[config.mk]
export PLATFORM = sky130hd
export DESIGN_NAME = mvu_pe_acc
export DESIGN_NICKNAME = d
export VERILOG_FILES = /design/src/rtl/mvu_pe_acc.sv
export SDC_FILE = /design/constraint.sdc
export NUM_CORES = 1
export LEC_CHECK = 0
export CORE_ASPECT_RATIO = 0.9
export CORE_MARGIN = 8
export CORE_UTILIZATION = 48
export DETAILED_ROUTE_END_ITERATION = 16
export PLACE_DENSITY = 0.77
export SYNTH_ARGS = -nofsm -noshare
export SYNTH_HDL_FRONTEND = slang
export SYNTH_SLANG_ARGS = --single-unit
[constraint.sdc]
create_clock -name aclk -period 2.7 [get_ports aclk]
set_clock_uncertainty 0.15 [all_clocks]
set_input_delay 0.405 -clock aclk [delete_from_list [all_inputs] [get_ports aclk]]
set_output_delay 0.405 -clock aclk [all_outputs]
set_load 0.01 [all_outputs]
[src/rtl/mvu_pe_acc.sv]
// mvu_pe_acc: per-PE adder tree plus synapse-fold accumulator of the MVU stream path.
// Optional build macro MVU_PE_ACC_SAT_EN selects saturating instead of wrap-around arithmetic.
module mvu_pe_acc #(
    parameter int SIMD   = 2,
    parameter int TDstI  = 16,
    parameter int SF     = 4,
    parameter int OP_SGN = 0
) (
    input  logic                    aclk,
    input  logic                    aresetn,
    input  logic                    in_clr,
    input  logic                    in_v,
    input  logic [SIMD*TDstI-1:0]   in_simd,
    output logic                    out_v,
    output logic [TDstI-1:0]        out_acc
);

    localparam int CW = (SF > 1) ? $clog2(SF) : 1;
    localparam logic [CW-1:0] CNT_LAST = CW'(SF - 1);

    if (SIMD < 1 || SF < 1 || TDstI < 2 || OP_SGN < 0 || OP_SGN > 3) begin : g_bad_cfg
        $error("mvu_pe_acc: unsupported parameter set");
    end

    logic [TDstI-1:0] sum_r;
    logic [TDstI-1:0] acc_r;
    logic [CW-1:0]    sf_cnt_r;
    logic             s1_v_r;
    logic             s1_first_r;
    logic             s1_last_r;
    logic             out_v_r;
    logic [TDstI-1:0] sum_s;
    logic [TDstI-1:0] acc_sum_s;

`ifdef MVU_PE_ACC_SAT_EN
    localparam int  EW  = TDstI + $clog2(SIMD) + 1;
    localparam bit  SGN = (OP_SGN != 0);

    function automatic logic [EW-1:0] widen(input logic [TDstI-1:0] x);
        if (SGN) begin
            widen = {{(EW-TDstI){x[TDstI-1]}}, x};
        end else begin
            widen = {{(EW-TDstI){1'b0}}, x};
        end
    endfunction

    // Clamp an extended-width value back into the representable TDstI range.
    function automatic logic [TDstI-1:0] clamp(input logic [EW-1:0] x);
        if (SGN) begin
            if (!x[EW-1] && (|x[EW-2:TDstI-1])) begin
                clamp = {1'b0, {(TDstI-1){1'b1}}};
            end else if (x[EW-1] && !(&x[EW-2:TDstI-1])) begin
                clamp = {1'b1, {(TDstI-1){1'b0}}};
            end else begin
                clamp = x[TDstI-1:0];
            end
        end else begin
            if (|x[EW-1:TDstI]) begin
                clamp = {TDstI{1'b1}};
            end else begin
                clamp = x[TDstI-1:0];
            end
        end
    endfunction

    logic [EW-1:0] tree_s;

    // Extended-width lane reduction with saturation of the tree and accumulator results
    always_comb begin
        tree_s = {EW{1'b0}};
        for (int i = 0; i < SIMD; i++) begin
            tree_s = tree_s + widen(in_simd[i*TDstI +: TDstI]);
        end
        sum_s     = clamp(tree_s);
        acc_sum_s = clamp(widen(acc_r) + widen(sum_r));
    end
`else
    // Wrap-around lane reduction; signedness does not change the result bits
    always_comb begin
        sum_s = {TDstI{1'b0}};
        for (int i = 0; i < SIMD; i++) begin
            sum_s = sum_s + in_simd[i*TDstI +: TDstI];
        end
        acc_sum_s = acc_r + sum_r;
    end
`endif

    // Stage 1: register the reduced beat and tag its position within the fold
    always_ff @(posedge aclk or negedge aresetn) begin
        if (!aresetn) begin
            sum_r      <= {TDstI{1'b0}};
            sf_cnt_r   <= {CW{1'b0}};
            s1_v_r     <= 1'b0;
            s1_first_r <= 1'b0;
            s1_last_r  <= 1'b0;
        end else begin
            s1_v_r     <= in_v & ~in_clr;
            s1_first_r <= (sf_cnt_r == {CW{1'b0}});
            s1_last_r  <= (sf_cnt_r == CNT_LAST);
            if (in_v) begin
                sum_r <= sum_s;
            end
            if (in_clr) begin
                sf_cnt_r <= {CW{1'b0}};
            end else if (in_v) begin
                sf_cnt_r <= (sf_cnt_r == CNT_LAST) ? {CW{1'b0}} : sf_cnt_r + CW'(1'b1);
            end
        end
    end

    // Stage 2: fold accumulation; a flush kills the beat currently in stage 1
    always_ff @(posedge aclk or negedge aresetn) begin
        if (!aresetn) begin
            acc_r   <= {TDstI{1'b0}};
            out_v_r <= 1'b0;
        end else if (s1_v_r && !in_clr) begin
            acc_r   <= s1_first_r ? sum_r : acc_sum_s;
            out_v_r <= s1_last_r;
        end else begin
            out_v_r <= 1'b0;
        end
    end

    assign out_v   = out_v_r;
    assign out_acc = acc_r;

endmodule

==> results_dict.tcl <==
set metrics [dict create \
    ios 53 \
    grt_pass1_wl_mm 11.2 \
    p_leak_nw 1.67 \
    crit_path_cell_trace "clkdlybuf4s50_1 > ha_1 > a21oi_1 > o22ai_1 > o2111ai_2 > a21oi_2 > o31a_1 > or4_1 > nand3_1" \
    setup_violations 0 \
    port_buffers 52 \
    cts.path.max_buffers 2 \
    ys_seq_area_frac 0.332 \
    synth_ff_type "dfrtp_1" \
    drt_pass1_iterations 4 \
    period_minus_slack_ps 2560 \
    diodes 0 \
    drc 0 \
    cp_max_fo 3 \
    ant_nets 0 \
    async_flop_share 1.00 \
    synth_nets 379 \
    syn_area_um2 2860 \
    cts_max_level 2 \
    reg2regPathDepth 10 \
    setup_slack_ps 141 \
    initial_core_util 0.500 \
    antenna_found_initial 0 \
    clkSinkCount 38 \
    core_area_um2 5730 \
    fill_cells 468 \
    grt_pass1_vias 2585 \
    critical_path_class "in2reg" \
    drt_wl_total_mm 6.39 \
    layout_common_cells "52 x clkdlybuf4s50_1, 38 x dfrtp_1, 32 x ha_1" \
    syn_to_final_growth_pct 30.3 \
    ys_ff_latch 38 \
    final_common_cell "clkdlybuf4s50_1" \
    grt_usage 0.152 \
    die_y_um 89.2 \
    hold_path_class "reg2reg" \
    die_area_um2 8690 \
    pre_cts_ws_ps -271 \
    end_kind "flop" \
    crit_slowest_cell "clkdlybuf4s50_1" \
    cts-buffers-inserted 5 \
    synthCells 309 \
    outcome "finished, final reports clean" \
    critPathLaunch "in_simd[1]" \
    clk_latency_ps 290 \
    clkTransAtPathRegs_ps 80 \
    p_per_area_nw_per_um2 766 \
    period_share 0.948 \
    drt_iter0_markers 67 \
    nNetsFinal 451 \
    synth-edff-count 0 \
    rsz0062_at_grt "no" \
    drv_cap 0 \
    tightest_slew_ps 990 \
    clock-root-buffer "clkbuf_8" \
    reg2reg_from "out_acc[0]" \
    gr-total-overflow 0 \
    die_x_um 97.4 \
    viasPerCell 5.61 \
    required_ps 2780 \
    fmax_mhz 391 \
    min_from "s1_last_r" \
    cts_tree "yes" \
    r2r_end "out_acc[10]" \
    ir_drop_mv 0.569 \
    yosysWarningCount 0 \
    min_path_cells 1 \
    ff2ff_setup_slack_ps 140 \
    post_drt_wl_per_cell_um 14.2 \
    syn_avg_cell_area_um2 9.26 \
    max_slew_margin 0.340 \
    hold_violations 0 \
    worst_setup_path_start_kind "primary input" \
    gp_congestion 0.854 \
    drive_above_1_share 0.142 \
    synthDistinctLibCells 48 \
    hpwl_mm 5.06 \
    vias 2529 \
    grt_max_degree 39 \
    worst_hold_path.endpoint "out_v" \
    cp_data_arrival_time_ps 2640 \
    design_area_um2 3730 \
    cpPeakStageDelay_ps 460 \
    fp-row-count 26 \
    maxSlewViolCount 0 \
    placed_area_um2 3590 \
    ctsHoldBuffers 0 \
]
state kept, by name (all words and copies together), names as in the netlist:
signal	cells
out_acc	16
out_v	1
s1_first_r	1
s1_last_r	1
s1_v_r	1
sf_cnt_r	2
sum_r	16
cells in the mapped netlist, types with 3 or more instances:
library cell,n,area share
nand3_1,8,0.014
o21bai_1,5,0.013
a21o_1,6,0.016
or3_1,3,0.0066
nand2_1,18,0.024
xnor2_1,10,0.031
nor3_1,8,0.014
xor2_1,10,0.031
ha_1,32,0.14
o21ai_0,21,0.037
mux2i_1,9,0.031
nor2b_1,4,0.0087
o21a_1,4,0.010
clkbuf_1,7,0.0092
nand2b_1,4,0.0087
o31ai_1,3,0.0079
and3_1,4,0.0087
a211oi_1,4,0.010
inv_1,9,0.012
a21oi_1,32,0.056
dfrtp_1,38,0.33
o2111ai_1,3,0.0092
mux2_2,8,0.031
nor2_1,22,0.029
a31oi_1,5,0.011
repair_timing:
action,4_1_cts,5_1_grt
endpoints found under the setup margin,0,10
buffers inserted,0,1
resized for setup,0,13
per-stage QoR:
stage	setup TNS, ps	hold WS, ps	total power, mW	util	cells
finish	0	314	2.86	0.651	451
global route	0	356	3.09	0.651	451
CTS	0	324	2.82	0.642	450
detailed placement	-1500	304	2.43	0.628	443
global placement	-1230	283	2.37	0.628	443
floorplan	0	-40.6	1.89	-	309
routing by layer:
metal,vias up,part of all wire,GRT usage
met4,0,0.011,0.0467
met2,42,0.48,0.267
met1,1187,0.49,0.187
met3,7,0.026,0.0270
met5,-,0,0
li1,1293,-,-
report_power, final:
part	leakage, nW	internal [mW]	switching, mW	total, mW
sequential	0.461	0.715	0.164	0.879
clock	0.0362	0.176	0.206	0.382
combinational	1.17	0.839	0.755	1.59
kinds of logic after synthesis:
logic type | after synthesis | share of synthesized area
buffers and inverters | 18 | 0.0236
and+or+nand+nor | 83 | 0.143
muxes | 18 | 0.0682
xor gates and xnor gates | 20 | 0.0612
AOI/OAI and AO/OA | 98 | 0.218
DFF | 38 | 0.332
adders and majority gates | 34 | 0.154
final cells by class:
class,instances,area [µm²],share of cell area
inverter,9,33.8,0.00906
timing repair buffer,74,686,0.184
clock inverter,2,15.0,0.00403
clock buffer,5,68.8,0.0185
tap,70,87.6,0.0235
sequential,38,951,0.255
multi-input combinational,253,1890,0.506
worst max path at each step:
stage | to | depth (start not counted)
2_1_floorplan | out_acc[14] | 9
3_3_place_gp | sum_r[15] | 10
3_5_place_dp | sum_r[14] | 10
4_1_cts | out_acc[15] | 9
5_1_grt | sum_r[13] | 9
6_report | sum_r[13] | 9
worst max-delay path: cells and delay by family:
kind | cells | cell delay [ps]
AO/OA/AOI/OAI | 5 | 970
adder cells (fa/ha/maj) | 1 | 310
buffers and inverters | 1 | 460
AND/OR/NAND/NOR | 2 | 500
No activity file was read; power rests on OpenSTA's default activity.
